===== src/rtl/keypad_scan.sv =====
// keypad_scan: scans a 4x4 active-low matrix keypad one column at a time and
// debounces the sampled frames into a 16-bit key level vector.
//
// Ports:
//   clk        - system clock
//   rst        - synchronous, active-high reset
//   row[3:0]   - keypad row lines, active-low, asynchronous to clk
//   col[3:0]   - keypad column drive, active-low, exactly one bit low
//   keys[15:0] - debounced key levels, keys[c*4+r] = column c / row r, 1 = pressed
//   key_pulse  - one-cycle high on each 0->1 transition of a keys bit
//   frame_done - one-cycle strobe after column 3 has been sampled
module keypad_scan #(
    parameter int SCAN_DIV       = 16,
    parameter int DEBOUNCE_SCANS = 3
) (
    input  logic        clk,
    input  logic        rst,
    input  logic [3:0]  row,
    output logic [3:0]  col,
    output logic [15:0] keys,
    output logic [15:0] key_pulse,
    output logic        frame_done
);

    localparam int DIV_W = (SCAN_DIV > 1) ? $clog2(SCAN_DIV) : 1;
    localparam logic [DIV_W-1:0] DIV_LAST = DIV_W'(SCAN_DIV - 1);
    // stable_cnt counts matching frame pairs; it never needs to exceed this
    localparam logic [3:0] STABLE_MAX = 4'(DEBOUNCE_SCANS - 1);
    // DEBOUNCE_SCANS identical frames = DEBOUNCE_SCANS-1 consecutive matches
    localparam logic [4:0] ACCEPT_RUN = 5'(DEBOUNCE_SCANS - 1);

    localparam logic [1:0] COL0 = 2'd0;
    localparam logic [1:0] COL1 = 2'd1;
    localparam logic [1:0] COL2 = 2'd2;
    localparam logic [1:0] COL3 = 2'd3;

    logic [3:0]       sync1_q, sync1_d;
    logic [3:0]       sync2_q, sync2_d;
    logic [DIV_W-1:0] div_cnt_q, div_cnt_d;
    logic [1:0]       col_idx_q, col_idx_d;
    logic [3:0]       col_q, col_d;
    logic [15:0]      raw_q, raw_d;
    logic [15:0]      last_q, last_d;
    logic [3:0]       stable_q, stable_d;
    logic [15:0]      keys_q, keys_d;
    logic [15:0]      pulse_q, pulse_d;
    logic             frame_done_q, frame_done_d;
    logic             sample_s;
    logic             match_s;

    // Next-state logic: synchroniser, column scan, frame capture and debounce.
    always_comb begin
        sync1_d      = row;
        sync2_d      = sync1_q;
        div_cnt_d    = div_cnt_q;
        col_idx_d    = col_idx_q;
        raw_d        = raw_q;
        frame_done_d = 1'b0;
        last_d       = last_q;
        stable_d     = stable_q;
        keys_d       = keys_q;
        pulse_d      = 16'h0000;
        match_s      = 1'b0;

        // Sample the synchronised rows at the end of the column dwell.
        sample_s = (div_cnt_q == DIV_LAST);
        if (sample_s) begin
            raw_d[{col_idx_q, 2'b00} +: 4] = ~sync2_q;
            div_cnt_d    = '0;
            col_idx_d    = col_idx_q + 2'd1;
            frame_done_d = (col_idx_q == COL3);
        end else begin
            div_cnt_d = div_cnt_q + DIV_W'(1);
        end

        // Column drive follows the next column index so it is registered.
        case (col_idx_d)
            COL0:    col_d = 4'b1110;
            COL1:    col_d = 4'b1101;
            COL2:    col_d = 4'b1011;
            COL3:    col_d = 4'b0111;
            default: col_d = 4'b1110;
        endcase

        // raw_q holds the complete frame during the frame_done cycle.
        if (frame_done_q) begin
            match_s = (raw_q == last_q);
            last_d  = raw_q;
            if (match_s) begin
                if (stable_q >= STABLE_MAX) begin
                    stable_d = STABLE_MAX;
                end else begin
                    stable_d = stable_q + 4'd1;
                end
            end else begin
                stable_d = 4'd0;
            end
            if (match_s && (({1'b0, stable_q} + 5'd1) >= ACCEPT_RUN) && (raw_q != keys_q)) begin
                keys_d  = raw_q;
                pulse_d = raw_q & ~keys_q;
            end else begin
                keys_d  = keys_q;
                pulse_d = 16'h0000;
            end
        end else begin
            match_s = 1'b0;
        end
    end

    // State registers with synchronous reset.
    always_ff @(posedge clk) begin
        if (rst) begin
            sync1_q      <= 4'b1111;
            sync2_q      <= 4'b1111;
            div_cnt_q    <= '0;
            col_idx_q    <= COL0;
            col_q        <= 4'b1110;
            raw_q        <= 16'h0000;
            last_q       <= 16'h0000;
            stable_q     <= 4'd0;
            keys_q       <= 16'h0000;
            pulse_q      <= 16'h0000;
            frame_done_q <= 1'b0;
        end else begin
            sync1_q      <= sync1_d;
            sync2_q      <= sync2_d;
            div_cnt_q    <= div_cnt_d;
            col_idx_q    <= col_idx_d;
            col_q        <= col_d;
            raw_q        <= raw_d;
            last_q       <= last_d;
            stable_q     <= stable_d;
            keys_q       <= keys_d;
            pulse_q      <= pulse_d;
            frame_done_q <= frame_done_d;
        end
    end

    assign col        = col_q;
    assign keys       = keys_q;
    assign key_pulse  = pulse_q;
    assign frame_done = frame_done_q;

endmodule


===== config.mk =====
export PLATFORM = sky130hd
export DESIGN_NAME = keypad_scan
export DESIGN_NICKNAME = d
export VERILOG_FILES = /design/src/rtl/keypad_scan.sv
export SDC_FILE = /design/constraint.sdc
export NUM_CORES = 1
export LEC_CHECK = 0
export BUFFER_PORTS_ARGS = -buffer_cell sky130_fd_sc_hd__buf_2
export CAP_MARGIN = 20
export CORE_MARGIN = 2
export CORE_UTILIZATION = 35
export DETAILED_ROUTE_END_ITERATION = 7
export PLACE_DENSITY = 0.49
export SLEW_MARGIN = 20
export SYNTH_ARGS = -nofsm -noshare
export SYNTH_HDL_FRONTEND = slang
export SYNTH_SLANG_ARGS = --single-unit

===== constraint.sdc =====
create_clock -name clk -period 2.1 [get_ports clk]
set_input_delay 0.105 -clock clk [delete_from_list [all_inputs] [get_ports clk]]
set_output_delay 0.105 -clock clk [all_outputs]
set_load 0.03 [all_outputs]

==> metrics.txt, run 1 <==
# TYPE chip_impl_metric gauge
chip_impl_metric{name="drt_wl_total",unit="mm"} 7.52
chip_impl_metric{name="postSynthCellCount",unit=""} 379
chip_impl_metric{name="fp-row-count",unit=""} 37
chip_impl_metric{name="detailedPlacementHpwl",unit="mm"} 5.39
chip_impl_info{name="rsz_0062_raised_after_global_routing",value="no"} 1
chip_impl_metric{name="async_flop_share",unit="%"} 0
chip_impl_metric{name="synth.avg_cell_area",unit="sq um"} 9.95
chip_impl_metric{name="worstSkewPairLatency",unit="ns"} 0.35
chip_impl_info{name="critical_path.reg2reg.endpoint",value="keys[8]$_SDFFE_PP0P_"} 1
chip_impl_metric{name="drive_above_1_share",unit="%"} 21.7
chip_impl_metric{name="part_of_the_yosys_area_used_for_sequential_elements",unit="%"} 46.2
chip_impl_metric{name="grt_pass1_wl",unit="mm"} 12.4
chip_impl_metric{name="post_synth_instance_area",unit="sq mm"} 0.00377
chip_impl_metric{name="r2r_setup_slack",unit="ns"} 0.17
chip_impl_metric{name="worst_setup_hold_path_clk_slew",unit="ns"} 0.09
chip_impl_metric{name="postRouteAntennaNets",unit=""} 0
chip_impl_metric{name="skew",unit="ns"} 0.00938
chip_impl_metric{name="tightestPinTransition",unit="ns"} 0.660
chip_impl_metric{name="chipHeight",unit="um"} 108
chip_impl_metric{name="dr_pass1_iterations",unit=""} 4
chip_impl_metric{name="report.final.hold_viol_count",unit=""} 0
chip_impl_metric{name="hold_ws",unit="ns"} 0.277
chip_impl_info{name="dominantRegCellSynth",value="dfxtp_1"} 1
chip_impl_metric{name="vias_in_the_first_global_route",unit=""} 2476
chip_impl_info{name="run_status",value="finished clean"} 1
chip_impl_metric{name="synth.lib_cells_used.distinct",unit=""} 29
chip_impl_info{name="crit_path_start_kind",value="flip-flop"} 1
chip_impl_metric{name="cts_buffer_depth",unit=""} 2
chip_impl_info{name="holdCritPathClass",value="input pin to flip-flop"} 1
chip_impl_metric{name="ys_ff_latch",unit=""} 87
chip_impl_metric{name="min_period_over_period",unit="%"} 91.9
chip_impl_metric{name="viasPerCell",unit=""} 4.53
chip_impl_metric{name="detailedPlace.worstSlack",unit="ns"} 0.153
chip_impl_metric{name="numClockSinks",unit=""} 87
chip_impl_metric{name="postCtsSetupBuffers",unit=""} 0
chip_impl_metric{name="placeableCoreArea",unit="sq mm"} 0.0104
chip_impl_metric{name="finalCoreUtilization",unit="%"} 42.5
chip_impl_metric{name="edff_count_synth",unit=""} 0
chip_impl_metric{name="cap_viol_max_count",unit=""} 0
chip_impl_metric{name="via_count_of_the_routed_design",unit=""} 2597
chip_impl_metric{name="cellPowerDensity",unit="mW/mm^2"} 652
chip_impl_metric{name="critical_path_peak_fanout",unit=""} 32
chip_impl_metric{name="grt_util_all_layers",unit="%"} 13.9
chip_impl_metric{name="timing.final.setup_violations",unit=""} 0
chip_impl_metric{name="maximum_number_of_pins_on_one_net_before_global_route_repair",unit=""} 34
chip_impl_metric{name="final.fill_count",unit=""} 1036
chip_impl_metric{name="leakagePower",unit="nW"} 1.77
chip_impl_metric{name="final.min_clock_period",unit="ns"} 1.93
chip_impl_info{name="critical_register_to_register_path_startpoint",value="keys[0]$_SDFFE_PP0P_"} 1
chip_impl_metric{name="initial_core_util",unit="%"} 36.2
chip_impl_metric{name="cp.arrival",unit="ns"} 2.20
chip_impl_metric{name="syn_to_final_growth",unit="%"} 17.5
chip_impl_metric{name="globalRoute.totalOverflow",unit=""} 0
chip_impl_metric{name="final_critical_path_setup_slack",unit="ns"} 0.170
chip_impl_metric{name="floorplan.die_area",unit="sq mm"} 0.0116
chip_impl_metric{name="drc_violation_total_after_the_first_tritonroute_iteration",unit=""} 98
chip_impl_metric{name="min_delay_path_depth",unit=""} 2
chip_impl_metric{name="gp_routability_congestion",unit=""} 0.741
chip_impl_metric{name="yosys_warnings",unit=""} 0
chip_impl_metric{name="max_freq",unit="MHz"} 518
chip_impl_metric{name="pin_count",unit=""} 43
chip_impl_info{name="synth.top_cells.by_area",value="dfxtp_1, ha_1, mux2i_1"} 1
chip_impl_metric{name="peakVddDrop",unit="mV"} 0.332
chip_impl_metric{name="max-slew-margin-rel",unit="%"} 56.0
chip_impl_info{name="clock_tree_from_tritoncts",value="yes"} 1
chip_impl_metric{name="cts-buffers-inserted",unit=""} 9
chip_impl_metric{name="h-tree-depth",unit=""} 3
chip_impl_metric{name="die_width",unit="um"} 108
chip_impl_metric{name="timing.reg2reg.worst_path_depth",unit=""} 8
chip_impl_metric{name="critical_path_required",unit="ns"} 2.37
chip_impl_metric{name="fin_tns_setup",unit="ns"} 0
chip_impl_metric{name="nNetsFinal",unit=""} 465
chip_impl_metric{name="port_buffers",unit=""} 42
chip_impl_info{name="timing.critical_path.to_type",value="flip-flop"} 1
chip_impl_metric{name="timing.final.max_slew_violations",unit=""} 0
chip_impl_info{name="synthTopCellsByCount",value="dfxtp_1, nor2_1, mux2i_1"} 1
chip_impl_metric{name="avgRoutedWirePerCell",unit="um"} 13.1
chip_impl_info{name="cts.root.buffer_cell",value="clkbuf_8"} 1
chip_impl_info{name="worst-setup-path-type",value="flip-flop to flip-flop"} 1
chip_impl_metric{name="drt_drc_violations_left",unit=""} 0
chip_impl_metric{name="number_of_antenna_violations_at_the_first_check_in_global_routing",unit=""} 0
chip_impl_info{name="cp-startpoint",value="keys[0]$_SDFFE_PP0P_"} 1
chip_impl_info{name="post-synth-top-area-cell",value="dfxtp_1"} 1
chip_impl_metric{name="netlist.area_leader.share",unit="%"} 46.2
chip_impl_info{name="critical_path.endpoint",value="keys[8]$_SDFFE_PP0P_"} 1
chip_impl_metric{name="diodes",unit=""} 0
chip_impl_info{name="synthMostInstantiatedCell",value="dfxtp_1"} 1
chip_impl_metric{name="syn_nets",unit=""} 412
[per-layer routing]
metal	global-route usage, %	part of all wire [%]	vias up
met3	3.09	3.9	10
met1	19.0	52	1169
met2	21.2	43	54
met4	5.49	1.4	0
li1	-	-	1364
met5	0	0	-
[cell type report]
class	instances	area, sq um	area share, %
clock inverter	5	58.8	1.33
clock buffer	11	131	2.96
sequential	87	1740	39.3
timing repair buffer	60	393	8.87
multi-input combinational	252	1850	41.8
inverter	22	82.6	1.86
tap	136	170	3.84
[flip-flops by register name, summed over array words and instances (netlist names)]
name	count
div_cnt_q	4
stable_q	4
key_pulse	16
sync2_q	4
col	4
keys	16
col_idx_q	2
last_q	16
sync1_q	4
raw_q	16
frame_done	1
[critical path, stage by stage (launching register included)]
cell	delay, ns
dfxtp_1	0.38
inv_1	0.06
ha_1	0.27
nand4_1	0.13
nor4_1	0.33
nor3_1	0.09
nand4_2	0.12
buf_12	0.24
mux2i_1	0.23
[placed cells by master (no fill, tap or decap), types with 3 or more instances in the layout]
cell type      netlist  layout
a21oi_1             22      22
buf_12               0       3
buf_2                2      42
buf_4                0      11
clkbuf_8             0       9
dfxtp_1             87      87
dlygate4sd3_1        0       4
ha_1                27      27
inv_1               22      22
mux2i_1             33      33
nand2_1              8       8
nand2b_1            31      31
nand3_1              3       3
nand4_1              9       9
nor2_1              45      45
nor3_1              14      14
nor3b_2             16      16
nor4_1               3       3
or2_2                8       8
or2b_1               3       3
xnor2_1             18      18
[what timing repair did]
item,in CTS,in global routing
gates resized for setup,0,0
hold buffers,4,0
endpoints found under the hold margin,4,0
[kinds of logic (layout without fill, tap and decap cells)]
family,after synthesis,in the layout,synth area share [%]
compound gates,25,25,3.45
xor+xnor,18,18,4.18
fa+ha+maj,27,27,8.96
buf+inv,40,98,4.64
flops,87,87,46.2
mux,33,33,8.76
simple gates,149,149,23.8
[metrics by stage]
| step | std cells | cell area [sq um] | power [mW] |
|---|---|---|---|
| finish | 573 | 4430 | 2.89 |
| global route | 573 | 4430 | 3.00 |
| CTS | 573 | 4430 | 2.94 |
| detailed placement | 553 | 4200 | 1.78 |
| global placement | 553 | 4200 | 1.78 |
| floorplan | 379 | 3770 | 1.75 |
[power by group]
part	leakage [nW]	internal, mW	switching (mW)
sequential	0.703	1.66	0.00938
combinational	0.978	0.0369	0.0387
clock	0.0895	0.551	0.593
[worst min-delay path by stage]
stage	start	endpoint	slack, ns
2_1_floorplan	row[0]	sync1_q[0]$_SDFF_PP1_	0.21
3_3_place_gp	row[0]	sync1_q[0]$_SDFF_PP1_	0.29
3_5_place_dp	row[1]	sync1_q[1]$_SDFF_PP1_	0.30
4_1_cts	rst	raw_q[7]$_SDFFE_PP0P_	0.26
5_1_grt	rst	raw_q[9]$_SDFFE_PP0P_	0.30
6_report	rst	raw_q[7]$_SDFFE_PP0P_	0.28
No activity file was read; power rests on OpenSTA's default activity.
==> run 2: changes to the inputs <==
--- a/config.mk
+++ b/config.mk
@@ -7,7 +7,6 @@
 export LEC_CHECK = 0
 export BUFFER_PORTS_ARGS = -buffer_cell sky130_fd_sc_hd__buf_2
 export CAP_MARGIN = 20
-export CORE_MARGIN = 2
 export CORE_UTILIZATION = 35
 export DETAILED_ROUTE_END_ITERATION = 7
 export PLACE_DENSITY = 0.49
==> constraint.sdc (replaced) <==
create_clock -name clk -period 2.1 [get_ports clk]
set_input_delay 0.42 -clock clk [delete_from_list [all_inputs] [get_ports clk]]
set_output_delay 0.42 -clock clk [all_outputs]
set_load 0.03 [all_outputs]
==> metrics.txt, run 2 (synthesized netlist as in run 1, its figures left out) <==
# TYPE chip_impl_metric gauge
chip_impl_metric{name="chipHeight",unit="um"} 106
chip_impl_metric{name="peakVddDrop",unit="mV"} 0.256
chip_impl_metric{name="min_period_over_period",unit="%"} 88.9
chip_impl_metric{name="drc_violation_total_after_the_first_tritonroute_iteration",unit=""} 95
chip_impl_metric{name="gp_routability_congestion",unit=""} 0.725
chip_impl_metric{name="avgRoutedWirePerCell",unit="um"} 12.7
chip_impl_metric{name="cts_buffer_depth",unit=""} 2
chip_impl_metric{name="fin_tns_setup",unit="ns"} 0
chip_impl_metric{name="cap_viol_max_count",unit=""} 0
chip_impl_metric{name="timing.final.max_slew_violations",unit=""} 0
chip_impl_info{name="clock_tree_from_tritoncts",value="yes"} 1
chip_impl_metric{name="worst_setup_hold_path_clk_slew",unit="ns"} 0.09
chip_impl_metric{name="critical_path_peak_fanout",unit=""} 24
chip_impl_info{name="holdCritPathClass",value="input pin to flip-flop"} 1
chip_impl_info{name="crit_path_start_kind",value="flip-flop"} 1
chip_impl_info{name="layout.cells.most_common",value="dfxtp_1"} 1
chip_impl_metric{name="placed_cells",unit=""} 552
chip_impl_metric{name="tightestPinTransition",unit="ns"} 0.489
chip_impl_metric{name="hold_ws",unit="ns"} 0.242
chip_impl_metric{name="max_freq",unit="MHz"} 536
chip_impl_metric{name="nNetsFinal",unit=""} 460
chip_impl_metric{name="report.final.hold_viol_count",unit=""} 0
chip_impl_metric{name="skew",unit="ns"} 0.0103
chip_impl_metric{name="detailedPlacementHpwl",unit="mm"} 5.33
chip_impl_info{name="rsz_0062_raised_after_global_routing",value="no"} 1
chip_impl_info{name="leading_cell_types_in_the_layout_fill_and_taps_excluded",value="dfxtp_1, nor2_1, buf_2"} 1
chip_impl_metric{name="fp-row-count",unit=""} 37
chip_impl_metric{name="report.power.total",unit="mW"} 3.05
chip_impl_metric{name="maximum_number_of_pins_on_one_net_before_global_route_repair",unit=""} 30
chip_impl_metric{name="drt_wl_total",unit="mm"} 7.20
chip_impl_metric{name="die_width",unit="um"} 106
chip_impl_metric{name="cellPowerDensity",unit="mW/mm^2"} 689
chip_impl_metric{name="drive_above_1_share",unit="%"} 22.5
chip_impl_info{name="run_status",value="finished clean"} 1
chip_impl_info{name="timing.critical_path.to_type",value="flip-flop"} 1
chip_impl_metric{name="postRouteAntennaNets",unit=""} 0
chip_impl_metric{name="worstSkewPairLatency",unit="ns"} 0.36
chip_impl_metric{name="dr_pass1_iterations",unit=""} 4
chip_impl_metric{name="detailedPlace.worstSlack",unit="ns"} 0.168
chip_impl_info{name="cts.root.buffer_cell",value="clkbuf_8"} 1
chip_impl_metric{name="grt_pass1_wl",unit="mm"} 12.1
chip_impl_metric{name="viasPerCell",unit=""} 4.52
chip_impl_info{name="worst-setup-path-type",value="flip-flop to flip-flop"} 1
chip_impl_metric{name="h-tree-depth",unit=""} 3
chip_impl_metric{name="syn_to_final_growth",unit="%"} 17.5
chip_impl_metric{name="number_of_antenna_violations_at_the_first_check_in_global_routing",unit=""} 0
chip_impl_metric{name="cp.arrival",unit="ns"} 2.15
chip_impl_metric{name="port_buffers",unit=""} 42
chip_impl_metric{name="grt_util_all_layers",unit="%"} 14.0
chip_impl_metric{name="cts-buffers-inserted",unit=""} 9
chip_impl_metric{name="floorplan.die_area",unit="sq mm"} 0.0112
chip_impl_metric{name="globalRoute.totalOverflow",unit=""} 0
chip_impl_metric{name="final_critical_path_setup_slack",unit="ns"} 0.233
chip_impl_metric{name="timing.final.setup_violations",unit=""} 0
chip_impl_metric{name="dpl_cell_area",unit="sq mm"} 0.00419
chip_impl_metric{name="critical_path_required",unit="ns"} 2.39
chip_impl_metric{name="fin_cells",unit=""} 568
chip_impl_metric{name="placeableCoreArea",unit="sq mm"} 0.0104
chip_impl_metric{name="vias_in_the_first_global_route",unit=""} 2447
chip_impl_metric{name="diodes",unit=""} 0
chip_impl_metric{name="pin_count",unit=""} 43
chip_impl_metric{name="via_count_of_the_routed_design",unit=""} 2566
chip_impl_metric{name="drt_drc_violations_left",unit=""} 0
chip_impl_metric{name="postCtsSetupBuffers",unit=""} 0
chip_impl_metric{name="final.min_clock_period",unit="ns"} 1.87
chip_impl_metric{name="initial_core_util",unit="%"} 36.4
chip_impl_metric{name="finalCoreUtilization",unit="%"} 42.7
chip_impl_metric{name="numClockSinks",unit=""} 87
chip_impl_metric{name="final_area",unit="sq mm"} 0.00443
chip_impl_metric{name="leakagePower",unit="nW"} 1.77
chip_impl_metric{name="max-slew-margin-rel",unit="%"} 67.1
[run 2: cell types whose count changed in the layout (fill, tap and decap cells not counted), sizes merged]
cell / change
clkinv: -1
dlygate4sd3: -4
clkbuf: -1
bufinv: +1
inv: +1
buf: -1
[run 2: worst paths after layout]
path,slack (ns),from,depth (start not counted),end
max,0.23,keys[13]$_SDFFE_PP0P_,8,keys[14]$_SDFFE_PP0P_
max reg2reg,0.23,keys[13]$_SDFFE_PP0P_,8,keys[14]$_SDFFE_PP0P_
min,0.24,row[3],2,sync1_q[3]$_SDFF_PP1_
min reg2reg,0.42,sync1_q[2]$_SDFF_PP1_,1,sync2_q[2]$_SDFF_PP1_
[run 2: repair_timing]
| item | CTS | global route |
|---|---|---|
| gates resized for setup | 0 | 1 |
| hold buffers | 0 | 0 |
| setup endpoints to repair | 0 | 1 |
[run 2: routing by layer]
metal  up-vias  track usage (%)  wire (um)
li1       1362                -          -
met1      1152             19.2       3770
met2        40             20.6       3060
met3        12             2.66        219
met4         0             7.44        159
met5         -                0          0
[run 2: critical path: stages (launching register included)]
cell and delay [ns]:
dfxtp_1 0.36, inv_1 0.05, ha_1 0.31, nand4_1 0.12, nor4_2 0.31, nor3_1 0.09
nand4_2 0.13, buf_12 0.21, mux2i_1 0.20
[run 2: power by group]
| group | leakage (nW) | internal, mW | switching (mW) |
|---|---|---|---|
| logic | 0.957 | 0.0309 | 0.0354 |
| clock network | 0.109 | 0.708 | 0.608 |
| registers | 0.703 | 1.66 | 0.00917 |
[run 2: final cells by class]
type                    instances  area, sq um
clock buffers                  10          138
well taps                     136          170
inverters                      22         82.6
fillers                      1044         5940
clock inverters                 6         92.6
flip-flops and latches         87         1740
repair buffers                 55          345
multi-input cells             252         1860
